==> src/rtl/multicycle_ctrl_fsm_if.sv <==
// Control/handshake bundle between the multi-cycle sequencer and the datapath/memory port.
interface multicycle_ctrl_fsm_if;
  logic [6:0] opcode;
  logic       zero;
  logic       mem_ready;
  logic       mem_read;
  logic       mem_write;
  logic       ir_write;
  logic       pc_write;
  logic       pc_src;
  logic       alu_src;
  logic [1:0] alu_op;
  logic       reg_write;
  logic       mem_to_reg;
  logic       instr_done;
  logic       illegal_op;
  logic       bus_err;
  logic [2:0] state;

  modport master (
    input  opcode, zero, mem_ready,
    output mem_read, mem_write, ir_write, pc_write, pc_src, alu_src, alu_op,
           reg_write, mem_to_reg, instr_done, illegal_op, bus_err, state
  );

  modport slave (
    output opcode, zero, mem_ready,
    input  mem_read, mem_write, ir_write, pc_write, pc_src, alu_src, alu_op,
           reg_write, mem_to_reg, instr_done, illegal_op, bus_err, state
  );
endinterface

==> src/rtl/multicycle_ctrl_fsm.sv <==
// Multi-cycle instruction sequencer: fetch/decode/execute/memory/writeback with
// per-state datapath controls decoded combinationally from the current state and latched opcode.
module multicycle_ctrl_fsm #(
  parameter logic [6:0]  OP_RTYPE  = 7'h33,
  parameter logic [6:0]  OP_LOAD   = 7'h03,
  parameter logic [6:0]  OP_STORE  = 7'h23,
  parameter logic [6:0]  OP_BRANCH = 7'h63,
  parameter int unsigned MEM_TMO   = 15
) (
  input  logic                   clk,
  input  logic                   rst_n,
  multicycle_ctrl_fsm_if.master  dp_io
);

  localparam int unsigned TMO_W = 8;

  localparam logic [2:0] S_FETCH  = 3'd0;
  localparam logic [2:0] S_DECODE = 3'd1;
  localparam logic [2:0] S_EXEC   = 3'd2;
  localparam logic [2:0] S_ADDR   = 3'd3;
  localparam logic [2:0] S_MEM    = 3'd4;
  localparam logic [2:0] S_BRANCH = 3'd5;
  localparam logic [2:0] S_WB     = 3'd6;
  localparam logic [2:0] S_IDLE   = 3'd7;

  logic [2:0]       state_q, state_d;
  logic [6:0]       op_q, op_d;
  logic [TMO_W-1:0] tmo_q, tmo_d;
  logic             tmo_hit;
  logic             is_load;

  logic       mem_read, mem_write, ir_write, pc_write, pc_src, alu_src;
  logic [1:0] alu_op;
  logic       reg_write, mem_to_reg, instr_done, illegal_op, bus_err;

  always_ff @(posedge clk or negedge rst_n) begin
    if (!rst_n) begin
      state_q <= S_IDLE;
      op_q    <= '0;
      tmo_q   <= '0;
    end else begin
      state_q <= state_d;
      op_q    <= op_d;
      tmo_q   <= tmo_d;
    end
  end

  // Timeout counter stays at zero outside a stalled FETCH/MEM, so every entry starts from zero.
  always_comb begin
    state_d    = state_q;
    op_d       = op_q;
    tmo_d      = '0;
    mem_read   = 1'b0;
    mem_write  = 1'b0;
    ir_write   = 1'b0;
    pc_write   = 1'b0;
    pc_src     = 1'b0;
    alu_src    = 1'b0;
    alu_op     = 2'b00;
    reg_write  = 1'b0;
    mem_to_reg = 1'b0;
    instr_done = 1'b0;
    illegal_op = 1'b0;
    bus_err    = 1'b0;
    is_load    = (op_q == OP_LOAD);
    tmo_hit    = (tmo_q == TMO_W'(MEM_TMO)) && !dp_io.mem_ready;

    case (state_q)
      S_IDLE: state_d = S_FETCH;
      S_FETCH: begin
        mem_read = 1'b1;
        if (dp_io.mem_ready) begin
          ir_write = 1'b1;
          pc_write = 1'b1;
          state_d  = S_DECODE;
        end else if (tmo_hit) begin
          bus_err = 1'b1;
          state_d = S_FETCH;
        end else begin
          tmo_d = tmo_q + TMO_W'(1);
        end
      end
      S_DECODE: begin
        op_d = dp_io.opcode;
        case (dp_io.opcode)
          OP_RTYPE:          state_d = S_EXEC;
          OP_LOAD, OP_STORE: state_d = S_ADDR;
          OP_BRANCH:         state_d = S_BRANCH;
          default: begin
            illegal_op = 1'b1;
            state_d    = S_FETCH;
          end
        endcase
      end
      S_EXEC: begin
        alu_op  = 2'b10;
        state_d = S_WB;
      end
      S_ADDR: begin
        alu_src = 1'b1;
        state_d = S_MEM;
      end
      // Only loads and stores reach MEM, so anything not a load is a store.
      S_MEM: begin
        alu_src   = 1'b1;
        mem_read  = is_load;
        mem_write = !is_load;
        if (dp_io.mem_ready) begin
          if (is_load) begin
            state_d = S_WB;
          end else begin
            instr_done = 1'b1;
            state_d    = S_FETCH;
          end
        end else if (tmo_hit) begin
          bus_err = 1'b1;
          state_d = S_FETCH;
        end else begin
          tmo_d = tmo_q + TMO_W'(1);
        end
      end
      S_BRANCH: begin
        alu_op     = 2'b01;
        pc_write   = dp_io.zero;
        pc_src     = dp_io.zero;
        instr_done = 1'b1;
        state_d    = S_FETCH;
      end
      S_WB: begin
        reg_write  = 1'b1;
        mem_to_reg = is_load;
        instr_done = 1'b1;
        state_d    = S_FETCH;
      end
      default: state_d = S_FETCH;
    endcase
  end

  assign dp_io.mem_read   = mem_read;
  assign dp_io.mem_write  = mem_write;
  assign dp_io.ir_write   = ir_write;
  assign dp_io.pc_write   = pc_write;
  assign dp_io.pc_src     = pc_src;
  assign dp_io.alu_src    = alu_src;
  assign dp_io.alu_op     = alu_op;
  assign dp_io.reg_write  = reg_write;
  assign dp_io.mem_to_reg = mem_to_reg;
  assign dp_io.instr_done = instr_done;
  assign dp_io.illegal_op = illegal_op;
  assign dp_io.bus_err    = bus_err;
  assign dp_io.state      = state_q;

endmodule

==> src/flat_wrapper.sv <==
// flat-port wrapper written by rule: the top's interface ports become plain ports
module multicycle_ctrl_fsm_flat 
#(
  parameter logic [6:0]  OP_RTYPE  = 7'h33,
  parameter logic [6:0]  OP_LOAD   = 7'h03,
  parameter logic [6:0]  OP_STORE  = 7'h23,
  parameter logic [6:0]  OP_BRANCH = 7'h63,
  parameter int unsigned MEM_TMO   = 15
)
  (clk, rst_n, dp_io_opcode, dp_io_zero, dp_io_mem_ready, dp_io_mem_read, dp_io_mem_write, dp_io_ir_write, dp_io_pc_write, dp_io_pc_src, dp_io_alu_src, dp_io_alu_op, dp_io_reg_write, dp_io_mem_to_reg, dp_io_instr_done, dp_io_illegal_op, dp_io_bus_err, dp_io_state);
  multicycle_ctrl_fsm_if dp_io_i ();
  input  logic clk;
  input  logic rst_n;
  input wire logic [$bits(dp_io_i.opcode)-1:0] dp_io_opcode;
  input wire logic [$bits(dp_io_i.zero)-1:0] dp_io_zero;
  input wire logic [$bits(dp_io_i.mem_ready)-1:0] dp_io_mem_ready;
  output wire logic [$bits(dp_io_i.mem_read)-1:0] dp_io_mem_read;
  output wire logic [$bits(dp_io_i.mem_write)-1:0] dp_io_mem_write;
  output wire logic [$bits(dp_io_i.ir_write)-1:0] dp_io_ir_write;
  output wire logic [$bits(dp_io_i.pc_write)-1:0] dp_io_pc_write;
  output wire logic [$bits(dp_io_i.pc_src)-1:0] dp_io_pc_src;
  output wire logic [$bits(dp_io_i.alu_src)-1:0] dp_io_alu_src;
  output wire logic [$bits(dp_io_i.alu_op)-1:0] dp_io_alu_op;
  output wire logic [$bits(dp_io_i.reg_write)-1:0] dp_io_reg_write;
  output wire logic [$bits(dp_io_i.mem_to_reg)-1:0] dp_io_mem_to_reg;
  output wire logic [$bits(dp_io_i.instr_done)-1:0] dp_io_instr_done;
  output wire logic [$bits(dp_io_i.illegal_op)-1:0] dp_io_illegal_op;
  output wire logic [$bits(dp_io_i.bus_err)-1:0] dp_io_bus_err;
  output wire logic [$bits(dp_io_i.state)-1:0] dp_io_state;
  assign dp_io_i.opcode = dp_io_opcode;
  assign dp_io_i.zero = dp_io_zero;
  assign dp_io_i.mem_ready = dp_io_mem_ready;
  assign dp_io_mem_read = dp_io_i.mem_read;
  assign dp_io_mem_write = dp_io_i.mem_write;
  assign dp_io_ir_write = dp_io_i.ir_write;
  assign dp_io_pc_write = dp_io_i.pc_write;
  assign dp_io_pc_src = dp_io_i.pc_src;
  assign dp_io_alu_src = dp_io_i.alu_src;
  assign dp_io_alu_op = dp_io_i.alu_op;
  assign dp_io_reg_write = dp_io_i.reg_write;
  assign dp_io_mem_to_reg = dp_io_i.mem_to_reg;
  assign dp_io_instr_done = dp_io_i.instr_done;
  assign dp_io_illegal_op = dp_io_i.illegal_op;
  assign dp_io_bus_err = dp_io_i.bus_err;
  assign dp_io_state = dp_io_i.state;
  multicycle_ctrl_fsm #(.OP_RTYPE(OP_RTYPE), .OP_LOAD(OP_LOAD), .OP_STORE(OP_STORE), .OP_BRANCH(OP_BRANCH), .MEM_TMO(MEM_TMO)) u_core (.clk(clk), .rst_n(rst_n), .dp_io(dp_io_i));
endmodule
==> config.mk <==
export PLATFORM = sky130hd
export DESIGN_NAME = multicycle_ctrl_fsm_flat
export DESIGN_NICKNAME = d
export VERILOG_FILES = /design/src/rtl/multicycle_ctrl_fsm_if.sv /design/src/rtl/multicycle_ctrl_fsm.sv /design/src/flat_wrapper.sv
export SDC_FILE = /design/constraint.sdc
export NUM_CORES = 1
export LEC_CHECK = 0
export ABC_AREA = 1
export BUFFER_PORTS_ARGS = -buffer_cell sky130_fd_sc_hd__buf_2
export CORE_AREA = 2 2 68 70
export DETAILED_ROUTE_END_ITERATION = 12
export DIE_AREA = 0 0 70 72
export GPL_TIMING_DRIVEN = 0
export PLACE_DENSITY = 0.41
export SETUP_SLACK_MARGIN = 0.5
export SLEW_MARGIN = 20
export SYNTH_ARGS = -nofsm -noshare
export SYNTH_HDL_FRONTEND = slang
export SYNTH_SLANG_ARGS = --single-unit
export TNS_END_PERCENT = 50
==> constraint.sdc <==
create_clock -name clk -period 1.3 [get_ports clk]
set_input_delay 0.13 -clock clk [delete_from_list [all_inputs] [get_ports clk]]
set_output_delay 0.13 -clock clk [all_outputs]
set_load 0.005 [all_outputs]
==> run summary <==
R2R Setup Slk - -0.05 ns
Crit Reg-Reg Startpoint - u_core.dp_io.state[0]
Share of layout cells above drive strength 1 - 40.10%
Post-synthesis sequential area ratio - 44.21%
Pleak - 0.7988 nW
Multi-input gate area - 545.5 um2
Synth unique cells - 23
Placeable Area - 4264 um2
Fin crit period - 1.518 ns
Skew-Pair Late Insertion Delay - 0.25 ns
Dpl hpwl - 1893 um
Num ports - 27
Internal power - 1.740 mW
Mapped Nets - 155
Total power draw - 2.850 mW
Most frequent cells in the layout - nand2_1, buf_2, nor2_1, inv_1, dfrtp_1
RSZ-0062 raised after global routing - yes
Initial drt markers - 55
Clk pwr share - 14.1%
Slew @ Worst Pin - 0.4245 ns
Die Wd - 70 um
Clock Skew - 0.006193 ns
Avg Inst Size Synth - 7.183 um2
Final non-filler cell total - 244
CTS root buffer - clkbuf_8
Vias in the first global route - 1,055
FF+latch count, synth - 18
Initial antenna violation count - 0
Sink Count - 18
GR Util All Layers - 10.79%
Via count - 1,031
CP Buf/Inv Count - 3
CP Launch Point - u_core.dp_io.state[2]
Status - finished with violations
Gate power share - 54.9%
CP arrival - 1.39 ns
Setup crit end kind - primary output
Die Ht - 72 um
Synth Cell Area - 1027 um2
Min-delay src - dp_io_opcode[1]
Rel. slew slack - 71.70%
First-pass GRT wire length - 4478 um
Sum Neg Setup Slack - -1.752 ns
Largest net degree at the start of global routing - 19
Failing checks - negative setup slack
# diodes - 0
Net Sw Frac - 38.95%
Clock-pin transition on the worst setup and hold timing paths - 0.07 ns
Die ar. - 5040 um2
Starting Density - 24.09%
H-tree levels - 1
DP Cell Count - 221
FF-to-FF End - u_core.op_q[4]
Cell family with most CP delay - flip-flops
Reg area - 454.2 um2
Port Buf Inserts - 26
Layout area overhead - 47.75%
Reg2Reg Depth - 8
Cells along the critical path - inv_2 -> nor2_4 -> inv_2 -> a21oi_2 -> nand2_1 -> nand2_1 -> buf_2
Setup CP Type - register to primary output
Worst Hold Class - primary input to register
Final Max Tran Viols - 0
P_sw - 1.110 mW
Period utilization - 116.8%
Row count - 24
Worst setup margin - -0.2181 ns
GP Congestion - 0.7374
Worst Setup Start Kind - register
Most common cell after layout, fill and taps aside - nand2_1
Final Net Count - 205
Mapped Cells - 143
WL/cell - 10.57 um
Vias per cell - 4.225
Drc violations - 0
Yosys warns - 0
Maximum vdd drop - 0.0008659 V
Pre-CTS WS - -0.07853 ns
Worst endpoint required time - 1.17 ns
Worst-path fanout max - 5
Final setup violating endpoints - 16
Total gr overflow - 0
Sequential share of power - 31.0%
Max cap viols - 0
FILL cells - 470
WL final - 2579 um
Cell count of the worst hold path - 3
Final hold violation count - 0
Max Fclk - 658.7 MHz
Clock Path Buffers - 2
Pwr/cell area - 1878 nW/um2
CP peak stage delay - 0.60 ns
ANT nets after route - 0
Hold EP - u_core.op_q[1]
Critical-path top delay cell - dfstp_2
TritonCTS Buffers - 3
CTS tree - built
Initial DRT Pass Iterations - 4
## cells in the mapped netlist
master    instances  area (um2)
nand2_1          34       127.6
nor2_1           27       101.4
inv_1            20       75.07
dfrtp_1          15       375.4
nand3_1           9       45.04
o21ai_0           6       30.03
inv_2             5       18.77
o21ai_1           4       20.02
dfstp_2           3       78.83
nand4_1           3       18.77
a31oi_1           2       12.51
nor2_2            2       12.51
nor3_1            2       10.01
xor2_1            2       17.52
a21boi_0          1       7.510
a21oi_1           1       5.000
a21oi_2           1       8.760
buf_4             1       7.510
ha_1              1       12.51
nand2_2           1       6.260
nor2_4            1       11.26
nor3_4            1       16.27
xnor2_1           1       8.760
## layout make-up
class	count	share of cell area, %
inverter	25	6.513
multi-input combinational	99	35.94
sequential	18	29.93
buffer	1	0.7420
clock buffer	4	2.968
tap	52	4.287
timing repair buffer	45	19.62
## power groups by stage
stage / combinational, mW / clock [mW] / sequential (mW)
after global placement: 1.06 / 0 / 0.923
after floorplan: 0.714 / 0 / 0.901
after CTS: 1.54 / 0.427 / 0.877
after global routing: 1.76 / 0.458 / 0.905
final: 1.57 / 0.402 / 0.883
after detailed placement: 1.07 / 0 / 0.925
## per-stage QoR
| step | instance area [um2] | util [%] | hold slack [ns] |
|---|---|---|---|
| after floorplan | 1042 | - | -0.1656 |
| after global placement | 1237 | 29.02 | 0.09161 |
| after detailed placement | 1237 | 29.02 | 0.09600 |
| after CTS | 1474 | 34.57 | 0.09300 |
| after global routing | 1518 | 35.59 | 0.1076 |
| final | 1518 | 35.59 | 0.09648 |
## metal layers
metal / share of wire [%] / GRT usage [%] / vias to the layer above
met4: 0 / 1.282 / 0
met1: 46 / 12.76 / 476
li1: - / - / 542
met2: 50 / 20.11 / 13
met3: 3.6 / 3.056 / 0
met5: 0 / 0 / -
## timing repair
action,4_1_cts,5_1_grt
resized for setup,20,10
buffers inserted,16,2
hold buffers,1,0
pin swaps,11,7
gates cloned,0,0
endpoints found under the hold margin,15,0
setup endpoints to repair,34,34
## registers in the layout, summed over array words and instances, names as in the netlist
signal	flops
u_core.tmo_q	8
u_core.op_q	7
u_core.dp_io.state	3
## worst max-delay path by stage
| stage | end | cells past startpoint |
|---|---|---|
| 5_1_grt | dp_io_instr_done | 7 |
| 2_1_floorplan | dp_io_illegal_op | 4 |
| 3_3_place_gp | dp_io_bus_err | 6 |
| 4_1_cts | dp_io_instr_done | 7 |
| 3_5_place_dp | dp_io_bus_err | 6 |
| 6_report | dp_io_instr_done | 7 |
## tightest hold or removal path, cell delays in order
cell and delay, ns:
buf_2 0.09, nand2_1 0.04, nand2_1 0.05
## logic make-up after synthesis
kind of cell               count (synthesis)  synth area share, %
and+or+nand+nor                           80                33.98
buffers and inverters                     26                9.866
DFF                                       18                44.21
AOI/OAI and AO/OA                         15                8.161
xor gates and xnor gates                   3                2.558
adders and majority gates                  1                1.218
(Power assumes the default switching activity.)
